[config.mk]
export PLATFORM = sky130hd
export DESIGN_NAME = lca_mutation_unit
export DESIGN_NICKNAME = d
export VERILOG_FILES = /design/src/rtl/mutation_pkg.sv /design/src/rtl/mutation_gene_flip.sv /design/src/rtl/lca_mutation_unit.sv
export SDC_FILE = /design/constraint.sdc
export NUM_CORES = 1
export LEC_CHECK = 0
export CORE_ASPECT_RATIO = 0.6
export CORE_MARGIN = 8
export CORE_UTILIZATION = 50
export CTS_CLUSTER_DIAMETER = 50
export DETAILED_ROUTE_END_ITERATION = 8
export MAX_ROUTING_LAYER = met4
export PLACE_DENSITY = 0.85
export SLEW_MARGIN = 5
export SYNTH_ARGS = -nofsm -noshare
export SYNTH_HDL_FRONTEND = slang
export SYNTH_HIERARCHICAL = 1
export SYNTH_SLANG_ARGS = --single-unit
[constraint.sdc]
create_clock -name clk -period 4.5 [get_ports clk]
set_input_delay 1.35 -clock clk [delete_from_list [all_inputs] [get_ports clk]]
set_output_delay 1.35 -clock clk [all_outputs]
set_load 0.05 [all_outputs]
[src/rtl/mutation_pkg.sv]
// Shared types and default sizing for the GA bit-flip mutation stage.
// Build option MUTATION_STATS_EN adds a saturating total_mut counter to the top.
package mutation_pkg;

  typedef enum logic [1:0] {
    IDLE = 2'd0,
    DRAW = 2'd1,
    DONE = 2'd2
  } state_e;

  localparam int WIDTH      = 8;
  localparam int GENE_WIDTH = 8;
  localparam int NUM_GENES  = 4;
  localparam int GENE_IDX_W = $clog2(GENE_WIDTH);
  localparam int GIDX_W     = (NUM_GENES > 1) ? $clog2(NUM_GENES) : 1;
  localparam int CNT_W      = $clog2(NUM_GENES + 1);

  // Sticks at all-ones instead of wrapping.
  function automatic logic [31:0] sat_add32(input logic [31:0] a, input logic [31:0] b);
    logic [32:0] sum;
    sum = {1'b0, a} + {1'b0, b};
    return sum[32] ? 32'hFFFF_FFFF : sum[31:0];
  endfunction

endpackage

[src/rtl/mutation_gene_flip.sv]
// Combinational single-gene mutator: inverts one selected bit when hit is set.
module mutation_gene_flip #(
  parameter int GeneWidth = 8,
  parameter int IdxW      = 3
) (
  input  logic [GeneWidth-1:0] gene_i,
  input  logic                 hit_i,
  input  logic [IdxW-1:0]      bit_idx_i,
  output logic [GeneWidth-1:0] gene_o
);

  logic [GeneWidth-1:0] flip_mask_s;

  // One-hot mask at the chosen bit, gated by the hit decision.
  always_comb begin
    flip_mask_s            = {GeneWidth{1'b0}};
    flip_mask_s[bit_idx_i] = hit_i;
    gene_o                 = gene_i ^ flip_mask_s;
  end

endmodule

[src/rtl/lca_mutation_unit.sv]
// Bit-flip mutation stage: two RandomicLCA words per gene (hit test, bit select).
// Optional MUTATION_STATS_EN adds output total_mut, a saturating sum of mut_count.
module lca_mutation_unit
  import mutation_pkg::*;
#(
  parameter int Width     = WIDTH,
  parameter int GeneWidth = GENE_WIDTH,
  parameter int NumGenes  = NUM_GENES,
  localparam int ChromWidth = GeneWidth * NumGenes,
  localparam int GeneIdxW   = $clog2(GeneWidth),
  localparam int GidxW      = (NumGenes > 1) ? $clog2(NumGenes) : 1,
  localparam int CntW       = $clog2(NumGenes + 1)
) (
  input  logic                  clk,
  input  logic                  rst,
  input  logic                  in_valid,
  output logic                  in_ready,
  input  logic [ChromWidth-1:0] in_chrom,
  input  logic [Width-1:0]      rate,
  input  logic [Width-1:0]      rnd_in,
  output logic                  rnd_ce,
  output logic                  out_valid,
  input  logic                  out_ready,
  output logic [ChromWidth-1:0] out_chrom,
  output logic [CntW-1:0]       mut_count
`ifdef MUTATION_STATS_EN
  ,
  output logic [31:0]           total_mut
`endif
);

  localparam logic [GidxW-1:0] LastGidx = GidxW'(NumGenes - 1);

  state_e                state_q, state_d;
  logic                  in_ready_q, in_ready_d;
  logic                  rnd_ce_q, rnd_ce_d;
  logic                  out_valid_q, out_valid_d;
  logic [ChromWidth-1:0] chrom_q, chrom_d;
  logic [Width-1:0]      rate_q, rate_d;
  logic [GidxW-1:0]      gidx_q, gidx_d;
  logic                  phase_q, phase_d;
  logic                  hit_q, hit_d;
  logic [CntW-1:0]       cnt_q, cnt_d;
  logic                  accept_s;
  logic [GeneWidth-1:0]  cur_gene_s, new_gene_s;

  assign accept_s   = (state_q == IDLE) && in_valid && in_ready_q;
  assign cur_gene_s = chrom_q[gidx_q*GeneWidth +: GeneWidth];

  mutation_gene_flip #(.GeneWidth(GeneWidth), .IdxW(GeneIdxW)) u_flip (
    .gene_i    (cur_gene_s),
    .hit_i     (hit_q),
    .bit_idx_i (rnd_in[GeneIdxW-1:0]),
    .gene_o    (new_gene_s)
  );

  // State register.
  always_ff @(posedge clk or negedge rst) begin
    if (!rst) begin
      state_q <= IDLE;
    end else begin
      state_q <= state_d;
    end
  end

  // Next-state logic.
  always_comb begin
    state_d = state_q;
    case (state_q)
      IDLE:    if (accept_s) state_d = DRAW; else state_d = IDLE;
      DRAW:    if (phase_q && (gidx_q == LastGidx)) state_d = DONE; else state_d = DRAW;
      DONE:    if (out_ready) state_d = IDLE; else state_d = DONE;
      default: state_d = IDLE;
    endcase
  end

  // Handshake outputs follow the upcoming state so they are registered.
  always_comb begin
    in_ready_d  = (state_d == IDLE);
    rnd_ce_d    = (state_d == DRAW);
    out_valid_d = (state_d == DONE);
  end

  // Datapath: latch at accept, then alternate hit-draw and bit-draw per gene.
  always_comb begin
    chrom_d = chrom_q;
    rate_d  = rate_q;
    gidx_d  = gidx_q;
    phase_d = phase_q;
    hit_d   = hit_q;
    cnt_d   = cnt_q;
    if (accept_s) begin
      chrom_d = in_chrom;
      rate_d  = rate;
      gidx_d  = {GidxW{1'b0}};
      phase_d = 1'b0;
      hit_d   = 1'b0;
      cnt_d   = {CntW{1'b0}};
    end else if (state_q == DRAW) begin
      if (!phase_q) begin
        hit_d   = (rnd_in < rate_q);
        phase_d = 1'b1;
      end else begin
        chrom_d[gidx_q*GeneWidth +: GeneWidth] = new_gene_s;
        if (hit_q) cnt_d = cnt_q + CntW'(1); else cnt_d = cnt_q;
        if (gidx_q == LastGidx) gidx_d = {GidxW{1'b0}}; else gidx_d = gidx_q + GidxW'(1);
        phase_d = 1'b0;
      end
    end else begin
      chrom_d = chrom_q;
    end
  end

  // Control and datapath registers.
  always_ff @(posedge clk or negedge rst) begin
    if (!rst) begin
      in_ready_q  <= 1'b0;
      rnd_ce_q    <= 1'b0;
      out_valid_q <= 1'b0;
      chrom_q     <= {ChromWidth{1'b0}};
      rate_q      <= {Width{1'b0}};
      gidx_q      <= {GidxW{1'b0}};
      phase_q     <= 1'b0;
      hit_q       <= 1'b0;
      cnt_q       <= {CntW{1'b0}};
    end else begin
      in_ready_q  <= in_ready_d;
      rnd_ce_q    <= rnd_ce_d;
      out_valid_q <= out_valid_d;
      chrom_q     <= chrom_d;
      rate_q      <= rate_d;
      gidx_q      <= gidx_d;
      phase_q     <= phase_d;
      hit_q       <= hit_d;
      cnt_q       <= cnt_d;
    end
  end

  assign in_ready  = in_ready_q;
  assign rnd_ce    = rnd_ce_q;
  assign out_valid = out_valid_q;
  assign out_chrom = chrom_q;
  assign mut_count = cnt_q;

`ifdef MUTATION_STATS_EN
  logic [31:0] total_q;

  // Running total of flipped genes over delivered chromosomes.
  always_ff @(posedge clk or negedge rst) begin
    if (!rst) begin
      total_q <= 32'h0000_0000;
    end else if (out_valid_q && out_ready) begin
      total_q <= sat_add32(total_q, 32'(cnt_q));
    end else begin
      total_q <= total_q;
    end
  end

  assign total_mut = total_q;
`endif

endmodule

==> results of run 1 <==
-- synthesized netlist by cell type (3+ instances only) --
cell	count
nor2b_1	24
a22oi_1	8
nor3_1	3
ha_1	14
inv_1	20
nor2_1	4
a221o_1	24
dfrtp_1	52
a21o_1	3
xor2_1	6
nand4b_1	3
o21ai_0	17
clkbuf_1	4
a21oi_1	3
nand3_1	3
a21oi_4	3
mux4_2	8
buf_2	6
nand2_1	13
xnor2_1	5
-- metal layers --
layer | global-route usage (%) | routed length, um | up-vias
met5 | - | 0 | -
met1 | 27.0 | 3810 | 1168
met4 | 6.21 | 130 | 0
met2 | 31.5 | 3790 | 113
met3 | 5.54 | 841 | 12
li1 | - | - | 1126
-- flip-flops by register name, indices dropped and copies added, names as in the netlist --
signal and cells:
gidx_q 2, hit_q 1, in_ready 1, mut_count 3, out_chrom 32, out_valid 1
phase_q 1, rate_q 8, rnd_ce 1, state_q 2
-- worst max-delay path by stage --
stage | slack [ns] | start | end
after floorplan | 2.23 | in_valid | gidx_q[1]$_DFFE_PN0P_
after global placement | 1.52 | rnd_in[2] | out_chrom[24]$_DFFE_PN0P_
after detailed placement | 1.46 | rnd_in[2] | out_chrom[0]$_DFFE_PN0P_
after CTS | 1.57 | in_ready$_DFF_PN0_ | in_ready
after global routing | 1.53 | out_chrom[0]$_DFFE_PN0P_ | out_chrom[0]
final | 1.59 | out_chrom[0]$_DFFE_PN0P_ | out_chrom[0]
-- final cells by class --
| class | count | area [um2] |
|---|---|---|
| inverters | 20 | 75.1 |
| multi-input cells | 171 | 1510 |
| flip-flops and latches | 52 | 1300 |
| repair buffers | 92 | 908 |
| fillers | 398 | 1660 |
| clock buffers | 7 | 96.3 |
| well taps | 80 | 100 |
-- where the power goes --
part	total, uW	internal (uW)	switching [uW]
registers	903	660	243
logic	1650	669	985
clock network	288	137	150
-- cells by family after synthesis --
family | Yosys count | synth area share [%]
AO/OA/AOI/OAI | 67 | 18.5
XOR/XNOR | 11 | 3.25
adder cells (fa/ha/maj) | 14 | 5.91
buffers and inverters | 33 | 5.07
flip-flops | 52 | 43.9
multiplexers | 9 | 6.46
AND/OR/NAND/NOR | 70 | 16.9
-- metrics by stage --
stage / cells / hold slack (ns)
after detailed placement: 415 / 0.514
after global placement: 415 / 0.496
after global routing: 422 / 0.552
after floorplan: 256 / 0.482
after CTS: 422 / 0.534
final: 422 / 0.532
==> metrics, run 1 <==
status completed; Pleak 0.00171 uW; average size of a mapped cell roughly 12 um2; Port Buf Inserts 89; Yosys warning count 6; end of the worst hold path rate_q[0]$_DFFE_PN0N_; skew final 0.00744 ns; drt wl/cell 20.3 um; Max FO, Critical Path 3; Hold Buf Count CTS 0; min Tclk post-route 2.91 ns; detailed placement HPWL 6470 um; most frequent cells in the layout clkdlybuf4s50_1 (88), dfrtp_1 (52), nor2b_1 (24), a221o_1 (24), inv_1 (20); worst reg2reg path endpoint out_chrom[5]$_DFFE_PN0P_; GPL Wtd Cong 0.836; Layout area overhead 34.8%; final setup violation count 0; Layout Utilization a little over two thirds; final period utilization between 60% and 70%; number of DRC violations after detailed-routing iteration 0 between 100 and 150; later-pin clock latency in the skew report roughly 0.31 ns; DP Worst Slack between 1 and 1.5 ns; sequential fraction of the synthesis area a little over two fifths; Max-cap violations 0; Die Y 75.6 um; share of cells above drive strength 1 10.8%; Post-CTS Setup Inserts 0; grt total ovfl 0; setup TNS 0 ns; clock-pin slew on the worst setup and hold paths 0.09 ns; clock tree buffer depth 2; RSZ-0062 raised after global routing false; placed cell areas 0.00389 mm2; pwr dens slightly above 700 mW/mm2; actual slew at the worst max-slew pin 0.769 ns; WS Path Type register to primary output; Syn Std Cell Area 0.00296 mm2; final wirelength 8580 um; CTS resizes 0; fin area between 0.003 and 0.004 mm2; DRC 0; Worst path max stage delay 0.85 ns; most common cell after layout, fill and taps aside clkdlybuf4s50_1; TritonCTS Buffers 5; number of flops mapped to enable cells by yosys 0; initial antenna violation count 0; cell row count 21; routed via count divided by cell count 5.73; Core Region 0.00565 mm2; Slew Limit Fails 0; worst path required time 3.15 ns; GRT Overall Usage 20.8%; H-tree depth 2; Worst Setup Start Kind register; R2R depth 6; hold depth 1; Top FF cell, synth dfrtp_1; overall power between 2000 and 3000 uW; reg2reg start gidx_q[0]$_DFFE_PN0P_; First-pass DRT Iterations 4; Worst slew margin about half; post-synthesis register bit count 52; die area 0.00872 mm2; I/O pin total 90; first-pass GRT wire length 13500 um; initial core utilization 52.4%; CP max stage cell clkdlybuf4s50_1; Inserted Diodes 0; Hold Crit Start rate_q[0]$_DFFE_PN0N_; Yosys top cell area share 43.9%; synth top area cells dfrtp_1 (44%), a221o_1 (8.1%), mux4_2 (6.1%), ha_1 (5.9%), nor2b_1 (5.1%); die width 115 um; vias in the first global route 2572; CTS tree built; Levels on crit path 1; synthesized instance count 256; FMAX 344 MHz; critical path's top delay family buffers and inverters; CP Buf/Inv Count 1; Worst Path Arrival approximately 1.6 ns; VDD IR max 0.289 mV; PnR worst setup slack about 1.6 ns; area leader, netlist dfrtp_1; r2r setup slk 2.01 ns; syn_nets approximately 320; Hold/Removal Path Class register to register; post-synth cell types 46; share of synthesized registers carrying an async set or reset 100%; clk sinks 52; DRT antenna net count 0; Vias 2419; Root Buffer Master clkbuf_8; Worst setup EP type primary output; pin count of the biggest net entering global routing 36; Final Hold Vio Count 0; critical-path cell list clkdlybuf4s50_1; # nets final 408
No activity file was read; power rests on OpenSTA's default activity.
==> run 2, diff against run 1 <==
- CORE_UTILIZATION: 50 -> 43
- PLACE_DENSITY: 0.85 -> 0.77
- clock period: 4.5 -> 2.65 ns (I/O delays scaled with it)
==> metrics, run 2 (same netlist as run 1, synthesis figures left out) <==
CTS tree built (unchanged); most common cell after layout, fill and taps aside clkdlybuf4s50_1 (unchanged); Hold Buf Count CTS 0 (unchanged); max FFs per register 32 (unchanged); worst reg2reg path endpoint out_chrom[29]$_DFFE_PN0P_ (was out_chrom[5]$_DFFE_PN0P_); detailed placement HPWL 6710 um (was 6470 um); most frequent cells in the layout clkdlybuf4s50_1 (88), dfrtp_1 (52), nor2b_1 (24), a221o_1 (24), inv_1 (20) (unchanged); Worst path max stage delay 0.88 ns (was 0.85 ns); Core Region 0.00668 mm2 (was 0.00565 mm2); pin count of the biggest net entering global routing 34 (was 36); met1 Track Usage GR 26.3% (was 27.0%); Sw Ratio 45.9% (was 48.5%); Hold/Removal Path Class primary input to asynchronous set/reset pin (was register to register); final wirelength 9110 um (was 8580 um); CP Buf/Inv Count 1 (unchanged); clock tree buffer depth 2 (unchanged); TritonCTS Buffers 5 (unchanged); setup TNS 0 ns (unchanged); share of cells above drive strength 1 12.6% (was 10.8%); I/O pin total 90 (unchanged); pwr dens 1270 mW/mm2 (was 713 mW/mm2); internal power 2850 uW (was 1470 uW); vias in the first global route 2613 (was 2572); RSZ-0062 raised after global routing false (unchanged); DRT antenna net count 0 (unchanged); met3 usage 4.69% (was 5.54%); drt wl/cell 20.9 um (was 20.3 um); CP max stage cell clkdlybuf4s50_1 (unchanged); final setup violation count 0 (unchanged); fillcell total 541 (was 398); skew final 0.00495 ns (was 0.00744 ns); part of the power in registers 28.9% (was 31.7%); Worst slew margin 57.9% (was 48.7%); die width 123 um (was 115 um); Vias 2492 (was 2419); r2r setup slk 0.44 ns (was 2.01 ns); CTS resizes 0 (unchanged); Worst Path Arrival 1.55 ns (was 1.56 ns); Pleak 0.00179 uW (was 0.00171 uW); actual slew at the worst max-slew pin 0.632 ns (was 0.769 ns); GPL Wtd Cong 0.843 (was 0.836); Die Y 80.3 um (was 75.6 um); GRT Overall Usage 19.4% (was 20.8%); routed via count divided by cell count 5.72 (was 5.73); grt total ovfl 0 (unchanged); R2R depth 4 (was 6); final period utilization 88.3%; critical-path cell list clkdlybuf4s50_1 (unchanged); final std cells w/o fill 436 (was 422); clock-pin slew on the worst setup and hold paths 0.07 ns (was 0.09 ns); placed cell areas 0.00396 mm2 (was 0.00389 mm2); overall power 5270 uW (was 2840 uW); Port Buf Inserts 89 (unchanged); Final Hold Vio Count 0 (unchanged); Worst setup EP type primary output (unchanged); cell row count 23 (was 21); # nets final 414 (was 408); worst path required time 1.86 ns (was 3.15 ns); dpl cells 428 (was 415); H-tree depth 2 (unchanged); Max-cap violations 0 (unchanged); status completed (unchanged); WS Path Type register to primary output (unchanged); min Tclk post-route roughly 2.3 ns; Inserted Diodes 0 (unchanged); clk sinks 52 (unchanged); clock power share 16.1% (was 10.1%); Max FO, Critical Path 3 (unchanged); First-pass DRT Iterations 4 (unchanged); Root Buffer Master clkbuf_16 (was clkbuf_8); DRC 0 (unchanged); Layout area overhead 40.3% (was 34.8%); number of DRC violations after detailed-routing iteration 0 229 (was 145); first-pass GRT wire length 14400 um (was 13500 um); die area 0.00989 mm2 (was 0.00872 mm2); fin area 0.00416 mm2 (was 0.00399 mm2); reg2reg start gidx_q[1]$_DFFE_PN0P_ (was gidx_q[0]$_DFFE_PN0P_); VDD IR max 0.729 mV (was 0.289 mV); Worst Setup Start Kind register (unchanged); later-pin clock latency in the skew report 0.29 ns (was 0.31 ns); Combinational Power Share 55.0% (was 58.2%); initial antenna violation count 0 (unchanged); Sw Pwr 2420 uW (was 1380 uW); busiest grt layer met2 (unchanged); GR Util met2 28.0% (was 31.5%); critical path's top delay family buffers and inverters (unchanged); initial core utilization 44.4% (was 52.4%); Post-CTS Setup Inserts 0 (unchanged); Slew Limit Fails 0 (unchanged); FMAX 427 MHz
-- run 2: changes by cell type in the layout (fill, tap and decap cells not counted), sizes merged --
cell    previous run  this run
clkbuf             7         5
bufinv             0         2
buf                4        10
inv               20        21
-- run 2: cell type report --
cell class	count	area [um2]	share of cell area, %
clock buffer	5	125	3.01
multi-input combinational	171	1510	36.3
tap	87	109	2.62
inverter	20	75.1	1.81
clock inverter	3	68.8	1.66
sequential	52	1300	31.3
timing repair buffer	98	966	23.2
-- run 2: worst max path at each step --
stage | from | to | cells past startpoint
2_1_floorplan | gidx_q[0]$_DFFE_PN0P_ | out_chrom[16]$_DFFE_PN0P_ | 4
3_3_place_gp | rnd_in[2] | out_chrom[24]$_DFFE_PN0P_ | 4
4_1_cts | in_ready$_DFF_PN0_ | in_ready | 1
6_report | out_chrom[30]$_DFFE_PN0P_ | out_chrom[30] | 1
5_1_grt | out_chrom[30]$_DFFE_PN0P_ | out_chrom[30] | 1
3_5_place_dp | rnd_in[2] | out_chrom[8]$_DFFE_PN0P_ | 4
-- run 2: layer usage --
metal	vias up	wire, um
met5	-	0
met4	0	143
met3	15	691
li1	1138	-
met1	1253	4260
met2	86	4020
-- run 2: per-stage QoR --
stage,util (%),setup slack (ns),hold WS (ns)
2_1_floorplan,-,0.743,0.482
3_3_place_gp,59.3,0.200,0.503
3_5_place_dp,59.3,0.134,0.527
4_1_cts,62.2,0.311,0.427
5_1_grt,62.2,0.252,0.447
6_report,62.2,0.309,0.419
-- run 2: power by group through the flow --
stage               registers (uW)  logic (uW)  clock network (uW)
floorplan                     2130        1300                   0
global placement              1500        2810                   0
detailed placement            1520        2880                   0
CTS                           1520        2900                 852
global route                  1580        3100                 889
finish                        1520        2900                 850
